## src/rtl/ctrl_in_trg.sv

```systemverilog
// Trigger input router: synchronizes external inputs and maps them onto start/stop/restart
// toggle and pulse outputs. Optional per-destination holdoff counters via CTRL_IN_HOLDOFF_EN.
module ctrl_in_trg #(
  parameter int REG_WIDTH    = 32,
  parameter int NUM_EXT      = 3,
  parameter int HOLDOFF_BITS = 16
) (
  input  logic                 clock,
  input  logic                 reset_n,
  input  logic [REG_WIDTH-1:0] ctrl_in0,
  input  logic [REG_WIDTH-1:0] ctrl_in1,
  input  logic [NUM_EXT-1:0]   ext_in,
  output logic [NUM_EXT-1:0]   ext_sync,
  output logic                 trg_start,
  output logic                 trg_stop,
  output logic                 trg_restart,
  output logic [2:0]           trg_pulse
);

  localparam int NUM_DST = 3;

  typedef enum logic [1:0] {
    LVL_FALL = 2'd0,
    LVL_RISE = 2'd1,
    LVL_LOW  = 2'd2,
    LVL_HIGH = 2'd3
  } level_e;

  logic [NUM_EXT-1:0] s1, s2, s3;
  logic [NUM_DST-1:0] cond;
  logic [NUM_DST-1:0] accept;
  logic [NUM_DST-1:0] toggle_q;
  logic [NUM_DST-1:0] pulse_q;

  // Reserved field bits and the upper register bits carry no function.
  logic unused_cfg;
  assign unused_cfg = ^{ctrl_in0, ctrl_in1};

  // s3 follows s2 unconditionally, so changing a source selection never fabricates an edge.
  always_ff @(posedge clock or negedge reset_n) begin
    // NOTE: sequential state uses non-blocking assignments so all flops sample pre-edge values.
    if (!reset_n) begin
      s1 <= '0;
      s2 <= '0;
      s3 <= '0;
    end else begin
      s1 <= ext_in;
      s2 <= s1;
      s3 <= s2;
    end
  end

  assign ext_sync = s2;

  always_comb begin
    logic [1:0] src;
    level_e     lvl;
    logic       cur;
    logic       prev;
    logic       src_ok;
    // NOTE: every variable gets a default before any branch, so no latch can be inferred.
    cond = '0;
    src  = '0;
    lvl  = LVL_FALL;
    cur  = 1'b0;
    prev = 1'b0;
    src_ok = 1'b0;
    for (int d = 0; d < NUM_DST; d++) begin
      src    = ctrl_in0[8*d +: 2];
      lvl    = level_e'(ctrl_in0[8*d+2 +: 2]);
      cur    = 1'b0;
      prev   = 1'b0;
      src_ok = 1'b0;
      for (int e = 0; e < NUM_EXT; e++) begin
        if (int'(src) == e + 1) begin
          cur    = s2[e];
          prev   = s3[e];
          src_ok = 1'b1;
        end
      end
      if (src_ok) begin
        case (lvl)
          LVL_FALL: cond[d] = ~cur & prev;
          LVL_RISE: cond[d] = cur & ~prev;
          LVL_LOW:  cond[d] = ~cur;
          LVL_HIGH: cond[d] = cur;
          default:  cond[d] = 1'b0;
        endcase
      end
    end
  end

`ifdef CTRL_IN_HOLDOFF_EN
  logic [HOLDOFF_BITS-1:0] holdoff_val;
  logic [HOLDOFF_BITS-1:0] holdoff_q [NUM_DST];

  assign holdoff_val = ctrl_in1[HOLDOFF_BITS-1:0];

  always_comb begin
    accept = '0;
    for (int d = 0; d < NUM_DST; d++) begin
      accept[d] = cond[d] && (holdoff_q[d] == '0);
    end
  end

  // Counters reload to H on acceptance and count down to zero; events arriving meanwhile are dropped.
  always_ff @(posedge clock or negedge reset_n) begin
    // NOTE: this small counter array must be reset so an interrupted holdoff cannot survive reset.
    if (!reset_n) begin
      for (int d = 0; d < NUM_DST; d++) holdoff_q[d] <= '0;
    end else begin
      for (int d = 0; d < NUM_DST; d++) begin
        if (accept[d]) begin
          holdoff_q[d] <= holdoff_val;
        end else if (holdoff_q[d] != '0) begin
          holdoff_q[d] <= holdoff_q[d] - 1'b1;
        end
      end
    end
  end
`else
  assign accept = cond;
`endif

  always_ff @(posedge clock or negedge reset_n) begin
    if (!reset_n) begin
      toggle_q <= '0;
      pulse_q  <= '0;
    end else begin
      toggle_q <= toggle_q ^ accept;
      pulse_q  <= accept;
    end
  end

  assign trg_start   = toggle_q[0];
  assign trg_stop    = toggle_q[1];
  assign trg_restart = toggle_q[2];
  assign trg_pulse   = pulse_q;

endmodule
```

## config.mk

```make
export PLATFORM = sky130hd
export DESIGN_NAME = ctrl_in_trg
export DESIGN_NICKNAME = d
export VERILOG_FILES = /design/src/rtl/ctrl_in_trg.sv
export SDC_FILE = /design/constraint.sdc
export NUM_CORES = 1
export LEC_CHECK = 0
export ABC_AREA = 1
export CORE_MARGIN = 2
export CORE_UTILIZATION = 50
export CTS_CLUSTER_DIAMETER = 120
export DETAILED_ROUTE_END_ITERATION = 10
export DONT_BUFFER_PORTS = 1
export HOLD_SLACK_MARGIN = 0.15
export PLACE_DENSITY = 0.68
export SLEW_MARGIN = 20
export SYNTH_ARGS = -nofsm -noshare
export SYNTH_HDL_FRONTEND = slang
export SYNTH_SLANG_ARGS = --single-unit
```

## constraint.sdc

```tcl
create_clock -name clock -period 1.1 [get_ports clock]
set_input_delay 0.33 -clock clock [delete_from_list [all_inputs] [get_ports clock]]
set_output_delay 0.33 -clock clock [all_outputs]
set_load 0.005 [all_outputs]
```

==> metrics, run 1 <==
sw frac=0.2934; max_slew headroom=0.5912; flip-flop and latch area=375.4 um2; initial core utilization=0.5450; clk sinks=15; clock buffer depth=2; Critical R2R Launch=ext_sync[0]$_DFF_PN0_; initial antenna violation count=0; worst r2r path cells=8; worst setup margin=-0.08235 ns; crit path DAT=~0.85 ns; failing checks=setup timing; DR WL/cell=11.51 um; Worst Hold Class=in -> reg; Yosys reg bits=15; final global-route overflow total=0; layout cells sized above 1=0.1810; vias in the first global route=about 630; n_diodes=0; kind of critical path=reg -> out; DP Wirelength=~1100 um; Syn. warnings=0; post-CTS setup buffer count=0; maximum clock rate=between 0.8 and 0.9 GHz; DRT iter0 DRCs=22; Fin Clk Skew=between 0.004 and 0.005 ns; fin crit period=1.182 ns; leakage=about 0.48 nW; Die Height=roughly 42 um; Int Pwr=around 0.85 mW; number of CTS-inserted buffers=3; largest net degree at the start of global routing=16; Final Setup Violations=6; crit-path max FO=4; Die Width=between 40 and 50 um; # Max-Cap Violations=0; Critical Path RT=0.77 ns; status=complete, but fails checks; Total Nets Final=around 180; Bufs and invs on worst path=1; maximum vdd ir drop=0.9272 mV; Clock Latency Late Sink=0.28 ns; Final ANT Viol Nets=0; Hold Fails Final Rpt=0; CTS tree=built; Final period util=1.075; end of the worst hold path=trg_pulse[2]$_DFF_PN0_; hold_sp=ctrl_in0[17]; Syn Area/Cell=7.733 um2; count of cell types in the netlist=9; CP startpoint kind=flop; core box area=around 1300 um2; placed inst area=between 700 and 800 um2; placed insts=about 110; Least-Margin Pin Slew=0.6112 ns; final wirelength=1381 um; CP Capture Type=output pin; Multi-input gate area=~290 um2; sequential share of power=0.568; clock network power share=0.254; CP delay by family, top=flip-flops; IO buf count=0; Synth Instances=94; combinational power share=0.178; Total GRT Usage=0.1820; GPL Wtd Cong=0.7642; vias=around 610; DIE AREA=between 1500 and 2000 um2; Seq/Total Area, Yosys=0.5164; r2r endpoint=toggle_q[2]$_DFF_PN0_; Pwr per Cell Area=approximately 1400 nW/um2; synthesized area=between 700 and 800 um2; CP max stage delay=between 0.4 and 0.5 ns; Placement Rows=13; H-tree depth=1; Root Buffer=clkbuf_4; Vias/cell=approximately 5; switching power=between 0.3 and 0.4 mW; P&R area growth vs syn=19.62%; Design Area, Final=869.6 um2; Slowest-stage cell, CP=dfrtp_1; DRC=0; worst path cell trace=buf_6; Mapped Nets=about 160; filler cell count=120; I/O pins=78; post-route insts no fill=120; global-route wire length before repair=2490 um; Final Util=0.6520; RSZ-0062 raised after global routing=true; DRT Pass-1 Iters=4; Final Max Slew Viols=0; Hold Path Depth=4; Clock transition at path regs=0.09 ns; register-to-register setup slack=-0.07 ns
logic make-up (layout without fill, tap and decap cells):
group	count (synthesis)	after routing	synth area share
AND/OR/NAND/NOR	57	57	0.3460
flip-flops	15	15	0.5164
buffers and inverters	19	30	0.1171
AO/OA/AOI/OAI	3	3	0.02065
synthesized netlist by cell type:
cell type  instances  area (um2)
nand2_1           27       101.4
nand3_1           24       120.1
inv_1             16       60.06
dfrtp_1           15       375.4
nand4_1            3       18.77
nor2_1             3       11.26
o21ai_0            3       15.01
inv_2              2       7.510
bufinv_8           1       17.52
area by class of cell:
cell class              count  area share
clock buffers               3     0.02590
flip-flops and latches     15      0.4317
inverters                  19     0.09784
repair buffers              7     0.08489
multi-input cells          60      0.3324
clock inverters             1    0.005755
well taps                  15     0.02158
layer usage:
| layer | track usage | routed length (um) | up-vias |
|---|---|---|---|
| li1 | - | - | 318 |
| met2 | 0.2938 | 591 | 29 |
| met5 | 0 | 0 | - |
| met4 | 0.08125 | 22 | 0 |
| met3 | 0.05603 | 144 | 2 |
| met1 | 0.2241 | 622 | 265 |
flip-flops by register name, indices dropped and copies added (netlist names):
register / cells
ext_sync: 3
s1: 3
s3: 3
toggle_q: 3
trg_pulse: 3
power groups by stage:
stage	logic (mW)	registers, mW	clock network, mW
global placement	0.165	0.692	0
floorplan	0.138	0.681	0
detailed placement	0.173	0.694	0
global route	0.263	0.700	0.345
finish	0.216	0.687	0.307
CTS	0.201	0.685	0.315
repair_timing:
action	4_1_cts	5_1_grt
endpoints found under the hold margin	18	0
endpoints found under the setup margin	8	9
hold buffers	4	0
cloned	0	0
pin swaps	3	13
resized for setup	7	8
worst reg2reg max path, stage by stage, from the launching register on:
cell,delay [ns]
dfrtp_1,0.43
o21ai_1,0.16
nand2_1,0.08
nand2_2,0.07
nand3_1,0.09
nand2_2,0.10
nand2_2,0.05
nand2_1,0.05
nand2_1,0.04
cells in the final DEF (no fill, tap or decap):
cell and instances:
nand2_2 9, bufinv_8 1, o21ai_1 3, inv_2 2, dfrtp_1 15, nand4_1 3
nand2_1 18, buf_6 3, nor2_1 3, dlygate4sd3_1 4, clkbuf_4 3, nand3_1 24
inv_1 16, clkinv_2 1
metrics by stage:
stage | total power [mW] | TNS (ns) | setup WS, ns | hold slack (ns)
after floorplan | 0.8192 | 0 | 0.02429 | 0.03441
after global placement | 0.8574 | -0.1254 | -0.04569 | 0.03476
after detailed placement | 0.8672 | -0.2924 | -0.1056 | 0.03475
after CTS | 1.200 | -0.4164 | -0.08623 | 0.2928
after global routing | 1.307 | -1.106 | -0.1832 | 0.3458
final | 1.209 | -0.3453 | -0.08235 | 0.2916
how the worst max path moves through the flow:
stage	startpoint	end	slack, ns	cells past startpoint
after floorplan	ext_sync[0]$_DFF_PN0_	toggle_q[0]$_DFF_PN0_	0.02	8
after global placement	ext_sync[0]$_DFF_PN0_	toggle_q[0]$_DFF_PN0_	-0.05	8
after detailed placement	ext_sync[0]$_DFF_PN0_	toggle_q[2]$_DFF_PN0_	-0.11	8
after CTS	ext_sync[1]$_DFF_PN0_	ext_sync[1]	-0.09	1
after global routing	ext_sync[1]$_DFF_PN0_	toggle_q[1]$_DFF_PN0_	-0.18	9
final	ext_sync[0]$_DFF_PN0_	ext_sync[0]	-0.08	1
No activity file was read; power rests on OpenSTA's default activity.
==> run 2: changes to the inputs <==
Settings changed: ABC_AREA 1 to unset.
==> metrics, run 2 <==
multiplexer area fraction after synthesis=0.05850 (+0.05850); sequential share of power=0.578 (+0.010); n_diodes=0 (unchanged); most frequent cells in the layout=14 x dfrtp_1, 5 x buf_6, 4 x nand2_1, 4 x xor2_1; max_slew headroom=0.5543 (-0.03686); DRT iter0 DRCs=3 (-86%); initial core utilization=0.5326 (-0.01241); sw frac=0.2706 (-0.02280); Design Area, Final=880.8 um2 (+1.3%); met2 usage=0.3125 (+0.01875); combinational power share=0.161 (-0.017); met1 Use GR=0.1897 (-0.03443); adder-cell area share of the yosys netlist=0 (unchanged); Vias/cell=5.703 (+11%); status=complete, but fails checks; Post-Synth Simple-Gate Area=0.1792 (-0.1668); Post-CTS Hold Buffers=4 (unchanged); Total Nets Final=146 (-17%); Pwr per Cell Area=1390 nW/um2 (about the same); Hold Fails Final Rpt=0 (unchanged); Final period util=1.362 (+0.2875); RSZ-0062 raised after global routing=true; global routing's busiest layer=met2; GPL Wtd Cong=0.6958 (-9.0%); Yosys reg bits=15 (unchanged); final wirelength=1336 um (-3.3%); H-tree depth=1 (unchanged); kind of critical path=reg -> reg; met3 Usage GRT=0.1033 (+0.04723); global-route wire length before repair=1869 um (-25%); Die Height=41.00 um (-2.7%); Post-Synth XOR/XNOR Area=0.08958 (+0.08958); Int Pwr=0.8931 mW (+4.5%); Synth Flop Type=dfrtp_1; Async SR Flop Fraction=1.000 (unchanged); clock buffer depth=2 (unchanged); DRT Pass-1 Iters=4 (unchanged); vias in the first global route=480 (-24%); Final Power=1.224 mW (+1.3%); leakage=0.3875 nW (-20%); DRC=0 (unchanged); Clock Latency Late Sink=0.28 ns (about the same); Final Max Slew Viols=0 (unchanged); Slowest-stage cell, CP=or4_4; Final ANT Viol Nets=0 (unchanged); crit path DAT=1.68 ns (+0.83 ns); placed inst area=763.2 um2 (-0.65%); final global-route overflow total=0 (unchanged); largest family of logic cells by synthesized area=simple AND/OR/NAND/NOR gates; Syn Area/Cell=11.41 um2 (+47%); CP startpoint kind=flop; worst setup margin=-0.3986 ns (-0.3163 ns); Clock transition at path regs=0.09 ns (about the same); DIE AREA=1681 um2 (-5.3%); share of the synthesized area in the top cell type=0.5484 (+0.03209); Total GRT Usage=0.1831 (+0.001083); CP max stage delay=0.54 ns (+0.11 ns); CTS tree=built; I/O pins=78 (unchanged); Mapped Nets=129 (-21%); Synth Instances=60 (-36%); P&R area growth vs syn=28.70%; Final Setup Violations=9 (+3); CP Capture Type=flop; count of cell types in the netlist=25 (+16); IO buf count=0 (unchanged); Root Buffer=clkbuf_4; most common cell after layout, fill and taps aside=dfrtp_1; Syn. warnings=0 (unchanged); clock network power share=0.262 (+0.008); Post-synth EDFFs=0 (unchanged); Critical Path RT=1.28 ns (+0.51 ns); fin crit period=1.499 ns (+0.3163 ns); synth top area cells=dfrtp_1 55%, mux2i_1 5.9%, xor2_1 5.1%, xnor2_1 3.8%, a21oi_1 2.9%; maximum clock rate=0.6673 GHz (-21%); number of CTS-inserted buffers=3 (unchanged); Worst Hold Class=in -> async; Die Width=41.00 um (-2.7%); Fin Clk Skew=0.001275 ns (-0.002910 ns); DP Wirelength=930.6 um (-14%); Placement Rows=13 (unchanged); DR WL/cell=14.68 um (+28%); synthesized area=684.4 um2 (-5.9%); worst path cell trace=nand2b_1 -> a21oi_1 -> nor3_1 -> or4_4 -> xor2_1; maximum vdd ir drop=1.072 mV (+16%); core box area=1285 um2 (-3.7%); Synth area leader=dfrtp_1; failing checks=setup timing; top-count cell post-synth=dfrtp_1; vias=519 (-15%); clk sinks=15 (unchanged); Final Util=0.6855 (+0.03352); Seq/Total Area, Yosys=0.5484 (+0.03209); switching power=0.3313 mW (-6.6%); initial antenna violation count=0 (unchanged); Least-Margin Pin Slew=0.6685 ns (+0.05731 ns); post-synthesis compound-gate area fraction=0.1243 (+0.1037); # Max-Cap Violations=0 (unchanged); largest net degree at the start of global routing=16 (unchanged); crit-path max FO=3 (-1); layout cells sized above 1=0.2632 (+0.08221)
## run 2: changes by cell type after synthesis, moves of 4 or more
cell,change
mux2i_1,+4
nand3_1,-23
xor2_1,+4
nor3_1,+4
a21oi_1,+4
inv_1,-16
nand2_1,-23
## run 2: cell families (layout without fill, tap and decap cells)
group                     Yosys count  count (layout)
and+or+nand+nor                    22              22
DFF                                15              15
AOI/OAI and AO/OA                  12              12
xor gates and xnor gates            7               7
muxes                               4               4
buffers and inverters               0              16
## run 2: path summary, 6_finish.rpt
check                                    endpoint             from  slack, ns  cells after the start
min reg2reg                 ext_sync[2]$_DFF_PN0_  s1[2]$_DFF_PN0_       0.36                      0
max reg2reg                 toggle_q[1]$_DFF_PN0_  s3[1]$_DFF_PN0_      -0.40                      5
min                         toggle_q[0]$_DFF_PN0_          reset_n       0.14                      1
max in group asynchronous   ext_sync[0]$_DFF_PN0_          reset_n       0.50                      1
min in group clock         trg_pulse[2]$_DFF_PN0_     ctrl_in0[18]       0.15                      1
max                         toggle_q[1]$_DFF_PN0_  s3[1]$_DFF_PN0_      -0.40                      5
## run 2: metrics by stage
stage | hold WS, ns | cells | setup TNS (ns) | worst slack, ns
2_1_floorplan | 0.03441 | 60 | -0.7724 | -0.3363
6_report | 0.1355 | 91 | -2.057 | -0.3986
5_1_grt | 0.1240 | 91 | -2.602 | -0.5027
3_5_place_dp | 0.03472 | 82 | -1.588 | -0.3824
4_1_cts | 0.1284 | 91 | -2.008 | -0.3863
3_3_place_gp | 0.03471 | 82 | -1.446 | -0.3565
## run 2: power by group through the flow
stage                     Clock [mW]  Combinational (mW)  Sequential, mW
after floorplan                    0               0.118           0.709
after global placement             0               0.155           0.719
after detailed placement           0               0.159           0.716
after CTS                      0.334               0.195           0.708
after global routing           0.364               0.219           0.722
final                          0.320               0.197           0.707
## run 2: metal layers
layer	part of all wire	wire length, um
met3	0.070	93
met2	0.54	721
met1	0.39	521
met5	0	0
met4	0	0
## run 2: what timing repair did
action / 4_1_cts / 5_1_grt
endpoints found under the setup margin: 9 / 10
endpoints found under the hold margin: 19 / 1
gates resized for setup: 8 / 3
pin swaps: 0 / 7
setup buffers: 1 / 1
## run 2: layout make-up
type,instances,area (um2)
clock buffers,3,22.52
clock inverters,1,7.507
well taps,15,18.77
flip-flops and latches,15,376.6
repair buffers,12,121.4
fillers,98,404.1
multi-input cells,45,334.1
## run 2: critical path: cells and delay by family, from the launching register on
family	cells	cell delay (ns)
compound gates	1	0.14
flops	1	0.42
simple gates	3	0.69
xor+xnor	1	0.15
